File: config.mk
export PLATFORM = sky130hd
export DESIGN_NAME = char_rom_arbiter
export DESIGN_NICKNAME = d
export VERILOG_FILES = /design/src/rtl/char_rom_pkg.sv /design/src/rtl/char_rom_rsp_pipe.sv /design/src/rtl/char_rom_arbiter.sv
export SDC_FILE = /design/constraint.sdc
export NUM_CORES = 1
export LEC_CHECK = 0
export CORE_ASPECT_RATIO = 0.9
export CORE_UTILIZATION = 43
export CTS_CLUSTER_DIAMETER = 60
export DETAILED_ROUTE_END_ITERATION = 7
export HOLD_SLACK_MARGIN = 0.1
export PLACE_DENSITY_LB_ADDON = 0.3
export SKIP_CTS_REPAIR_TIMING = 1
export SYNTH_ARGS = -nofsm -noshare
export SYNTH_HDL_FRONTEND = slang
export SYNTH_SLANG_ARGS = --single-unit
File: constraint.sdc
create_clock -name clk -period 1.55 [get_ports clk]
set_input_delay 0.155 -clock clk [delete_from_list [all_inputs] [get_ports clk]]
set_output_delay 0.155 -clock clk [all_outputs]
set_load 0.02 [all_outputs]
File: src/rtl/char_rom_pkg.sv
// Shared widths, port indices and the response tag used by the character ROM arbiter.
package char_rom_pkg;

    localparam int CHAR_ADDR_W = 8;
    localparam int CHAR_CODE_W = 7;

    localparam logic PORT_PIX = 1'b0;
    localparam logic PORT_BG  = 1'b1;

    typedef struct packed {
        logic valid;
        logic port;
    } rom_tag_t;

    localparam int TAG_W = $bits(rom_tag_t);

endpackage

File: src/rtl/char_rom_rsp_pipe.sv
// Tracks which port owns each in-flight ROM read and steers returned codes to that port.
module char_rom_rsp_pipe
    import char_rom_pkg::*;
#(
    parameter int ROM_LAT = 1
) (
    input  logic                   clk,
    input  logic                   rst_n,
    input  rom_tag_t               i_tag,
    input  logic [CHAR_CODE_W-1:0] i_rom_data,
    output logic                   o_rvalid0,
    output logic                   o_rvalid1,
    output logic [CHAR_CODE_W-1:0] o_rdata0,
    output logic [CHAR_CODE_W-1:0] o_rdata1
);

    rom_tag_t r_tag [ROM_LAT];
    rom_tag_t w_exit;

    genvar gi;
    generate
        for (gi = 0; gi < ROM_LAT; gi++) begin : g_stage
            always_ff @(posedge clk or negedge rst_n) begin
                if (!rst_n) begin
                    r_tag[gi] <= '0;
                end else if (gi == 0) begin
                    r_tag[gi] <= i_tag;
                end else begin
                    r_tag[gi] <= r_tag[(gi == 0) ? 0 : gi - 1];
                end
            end
        end
    endgenerate

    assign w_exit = r_tag[ROM_LAT-1];

    // The tag leaving the pipe lines up with the ROM output for that same read.
    always_ff @(posedge clk or negedge rst_n) begin
        if (!rst_n) begin
            o_rvalid0 <= 1'b0;
            o_rvalid1 <= 1'b0;
            o_rdata0  <= '0;
            o_rdata1  <= '0;
        end else begin
            o_rvalid0 <= w_exit.valid && (w_exit.port == PORT_PIX);
            o_rvalid1 <= w_exit.valid && (w_exit.port == PORT_BG);
            if (w_exit.valid && (w_exit.port == PORT_PIX)) begin
                o_rdata0 <= i_rom_data;
            end
            if (w_exit.valid && (w_exit.port == PORT_BG)) begin
                o_rdata1 <= i_rom_data;
            end
        end
    end

endmodule

File: src/rtl/char_rom_arbiter.sv
// Shares one synchronous character ROM between the pixel-path renderer (port 0)
// and a background reader (port 1) with bounded bursts per owner.
module char_rom_arbiter
    import char_rom_pkg::*;
#(
    parameter int ROM_LAT   = 1,
    parameter int MAX_BURST = 16
) (
    input  logic                   clk,
    input  logic                   rst_n,
    input  logic                   i_req0,
    input  logic                   i_req1,
    input  logic [CHAR_ADDR_W-1:0] i_addr0,
    input  logic [CHAR_ADDR_W-1:0] i_addr1,
    output logic                   o_gnt0,
    output logic                   o_gnt1,
    output logic                   o_rvalid0,
    output logic                   o_rvalid1,
    output logic [CHAR_CODE_W-1:0] o_rdata0,
    output logic [CHAR_CODE_W-1:0] o_rdata1,
    output logic [CHAR_ADDR_W-1:0] o_rom_addr,
    input  logic [CHAR_CODE_W-1:0] i_rom_data
);

    localparam int                CNT_W   = $clog2(MAX_BURST + 1);
    localparam logic [CNT_W-1:0]  MAX_CNT = CNT_W'(MAX_BURST);

    logic                   r_owner;
    logic [CNT_W-1:0]       r_burst_cnt;
    logic [CHAR_ADDR_W-1:0] r_last_addr;

    logic                   w_any_gnt;
    logic                   w_gnt_port;
    logic [CHAR_ADDR_W-1:0] w_gnt_addr;
    rom_tag_t               w_push_tag;

    // Grant depends only on requests and registered state, never on ROM data.
    always_comb begin
        w_any_gnt  = 1'b0;
        w_gnt_port = r_owner;
        if (rst_n) begin
            if (i_req0 && i_req1) begin
                w_any_gnt  = 1'b1;
                w_gnt_port = (r_burst_cnt < MAX_CNT) ? r_owner : ~r_owner;
            end else if (i_req0) begin
                w_any_gnt  = 1'b1;
                w_gnt_port = PORT_PIX;
            end else if (i_req1) begin
                w_any_gnt  = 1'b1;
                w_gnt_port = PORT_BG;
            end
        end
    end

    assign o_gnt0     = w_any_gnt && (w_gnt_port == PORT_PIX);
    assign o_gnt1     = w_any_gnt && (w_gnt_port == PORT_BG);
    assign w_gnt_addr = (w_gnt_port == PORT_BG) ? i_addr1 : i_addr0;
    assign o_rom_addr = w_any_gnt ? w_gnt_addr : r_last_addr;

    always_ff @(posedge clk or negedge rst_n) begin
        if (!rst_n) begin
            r_owner     <= PORT_PIX;
            r_burst_cnt <= '0;
            r_last_addr <= '0;
        end else if (!w_any_gnt) begin
            r_burst_cnt <= '0;
        end else begin
            r_last_addr <= w_gnt_addr;
            if (w_gnt_port == r_owner) begin
                if (r_burst_cnt < MAX_CNT) begin
                    r_burst_cnt <= r_burst_cnt + CNT_W'(1);
                end
            end else begin
                r_owner     <= w_gnt_port;
                r_burst_cnt <= CNT_W'(1);
            end
        end
    end

    assign w_push_tag.valid = w_any_gnt;
    assign w_push_tag.port  = w_gnt_port;

    char_rom_rsp_pipe #(
        .ROM_LAT (ROM_LAT)
    ) u_rsp_pipe (
        .clk        (clk),
        .rst_n      (rst_n),
        .i_tag      (w_push_tag),
        .i_rom_data (i_rom_data),
        .o_rvalid0  (o_rvalid0),
        .o_rvalid1  (o_rvalid1),
        .o_rdata0   (o_rdata0),
        .o_rdata1   (o_rdata1)
    );

endmodule

==> metrics <==
first-pass GRT wire length=5450 um; Yosys warnings=0; peak supply drop=~0.82 mV; Syn Inst Count=120; Synth cell types=27; CTS Sinks=32; Critical R2R Launch=r_owner; Setup CP Type=reg -> out; fin crit share=1.22; violated checks=negative setup slack; total of max-cap violations=0; max frequency=528 MHz; drc violations=0; post-synthesis mux area share=0.123; Finished Cell Area=between 2000 and 2500 um^2; vias in the first global route=approximately 1.2k; IO Pins=53; Post-Synth Adder-Cell Area=0.00915; total CTS buffers=5; crit path launch type=flop; final setup margin=-0.344 ns; DP Wirelength=~2500 um; Final setup viols=10; worst slew pin tran=0.893 ns; Hold Crit Start=i_addr0[4]; Final Net Count=approximately 230; Die X=61.4 um; full die area=3410 um^2; Slew Limit Fails=0; Power Density=1140 nW/um^2; # rows=19; grt ovf=0; clock buffer depth=2; complex-gate fraction of the synthesized area=0.115; Clk pin slew, worst setup/hold paths=approximately 0.090 ns; simple-gate share of the synthesized area=0.117; worst-skew pair later-pin latency=0.33 ns; end of the worst register-to-register path=r_last_addr[6]; Initial Utilization=0.449; gpl congestion=0.895; final core occ=0.782; first-pass iteration count of the detailed router=4; Endpoint, Worst Hold=r_last_addr[4]; Reg2Reg Depth=6; clk_skew=0.00780 ns; Critical Path AT=1.74 ns; Final Hold Fails=0; ANT nets after route=0; Avg Cell Area, Syn=roughly 11 um^2; Tmin final=1.89 ns; final WL=roughly 3900 um; Root Driver=clkbuf_4; largest net degree at the start of global routing=22; placed cells=223; fraction of layout cells with a size suffix above 1=0.409; relative slew slack=0.403; area grow syn2layout=74.0%; largest fanout on the critical path=8; initial drt markers=55; H-tree levels=2; initial antenna violation count=0; post-synthesis sequential area ratio=0.586; DP Worst Slack=-0.752 ns; die height=between 50 and 60 um; Setup crit end kind=output port; Buffers on Ports=52; wire length per cell=approximately 16 um; number of non-filler instances in the completed layout=240; TritonCTS clock tree=yes; syn_nets=148; post-synthesis xor/xnor area fraction=0.0192; outcome=complete, but fails checks; Pleak=1.03 nW; synthesized flop and latch total=32; core area=3040 um^2; flop2flop setup slack=0.10 ns; largest family of logic cells by synthesized area=multiplexers; RSZ-0062 raised after global routing=yes; Post-DP Area=2090 um^2; worst hold path depth=3; required time of the critical path=1.39 ns; diode count=0; GRT Overall Usage=0.220; mapped cell area=1370 um^2; Via Count=1238; HP Class=in -> reg; vias per inst=a little over 5
registers in the layout (all words and copies together), names as in the netlist:
signal / count
r_owner: 1
u_rsp_pipe.o_rvalid0: 1
r_burst_cnt: 5
u_rsp_pipe.r_tag: 2
u_rsp_pipe.o_rdata1: 7
u_rsp_pipe.o_rvalid1: 1
r_last_addr: 8
u_rsp_pipe.o_rdata0: 7
per-stage QoR:
step | setup TNS, ns | hold slack, ns | power, mW
after detailed placement | -7.81 | 0.485 | 1.93
after floorplan | 0 | -0.141 | 1.47
final | -2.99 | 0.422 | 2.72
after global routing | -3.52 | 0.420 | 2.85
after CTS | -9.03 | 0.148 | 2.63
after global placement | -6.78 | 0.466 | 1.89
final cells by class:
class                      count  area (um^2)
clock inverter                 1         30.0
fill                         200          663
sequential                    32          801
timing repair buffer          74          706
tap                           42         52.6
multi-input combinational     79          707
clock buffer                   7         65.1
inverter                       5         18.8
cell usage after synthesis (all sizes together):
library cell | instances | area share
buf | 4 | 0.015
nand2 | 3 | 0.0082
a31oi | 9 | 0.041
ha | 1 | 0.0091
a21oi | 1 | 0.0064
nand2b | 1 | 0.0046
a211oi | 2 | 0.015
xor2 | 2 | 0.013
mux2i | 1 | 0.0073
clkbuf | 1 | 0.0027
and3 | 2 | 0.0091
a21o | 1 | 0.0055
inv | 5 | 0.014
o21ai | 10 | 0.037
nor2b | 3 | 0.014
nand4b | 1 | 0.0064
nand3 | 8 | 0.029
a21boi | 2 | 0.011
xnor2 | 1 | 0.0064
dfrtp | 32 | 0.59
nor2 | 15 | 0.041
mux2 | 14 | 0.12
or2 | 1 | 0.0046
per-layer routing:
metal | vias to the layer above | routed length, um | track usage
met2 | 45 | 2100 | 0.356
met5 | - | 0 | 0
met3 | 16 | 183 | 0.0679
met1 | 596 | 1480 | 0.275
met4 | 0 | 150 | 0.0794
li1 | 581 | - | -
kinds of logic after synthesis:
family	count (synthesis)
adder cells (fa/ha/maj)	1
buffers and inverters	10
AO/OA/AOI/OAI	25
XOR/XNOR	3
flip-flops	32
multiplexers	15
AND/OR/NAND/NOR	34
power breakdown:
group,switching [mW],leakage [nW],internal (mW)
Clock,0.279,0.0515,0.428
Combinational,0.470,0.596,0.499
Sequential,0.0692,0.386,0.977
worst max-delay path, cell delays in order, from the launching register on:
cell and delay (ns):
dfrtp_1 0.45, a21boi_4 0.28, nor2_2 0.06, buf_6 0.15, o21ai_2 0.19, a31oi_4 0.13, buf_6 0.15
layout by cell type, fill, tap and decap left out, types with 2 or more instances in the layout:
cell | synthesis | layout
xor2_1 | 2 | 2
nor2_2 | 0 | 3
clkdlybuf4s50_1 | 0 | 40
a31oi_2 | 0 | 5
nand3_2 | 0 | 5
and3_1 | 2 | 2
a31oi_4 | 0 | 3
clkbuf_4 | 0 | 5
dlymetal6s2s_1 | 0 | 2
nor2b_1 | 3 | 3
clkbuf_8 | 0 | 2
nand3_1 | 8 | 3
mux2_2 | 9 | 9
nand2_1 | 3 | 2
inv_1 | 3 | 3
dlygate4sd3_1 | 0 | 3
mux2_1 | 5 | 5
buf_6 | 0 | 6
buf_4 | 0 | 21
o21ai_2 | 0 | 8
or2_4 | 0 | 2
inv_2 | 2 | 2
o21ai_1 | 2 | 2
dfrtp_1 | 32 | 32
nor2_1 | 15 | 12
worst max-delay path by stage:
| stage | cells after the start | slack, ns | to | from |
|---|---|---|---|---|
| floorplan | 7 | 0.03 | o_gnt0 | r_burst_cnt[4] |
| global placement | 6 | -0.70 | o_rom_addr[5] | rst_n |
| CTS | 5 | -0.95 | o_rom_addr[3] | r_owner |
| global route | 6 | -0.39 | o_rom_addr[0] | r_owner |
| detailed placement | 6 | -0.75 | o_rom_addr[3] | i_req0 |
| finish | 6 | -0.34 | o_rom_addr[0] | r_owner |
Note: power is estimated with default switching activity, not from simulation.
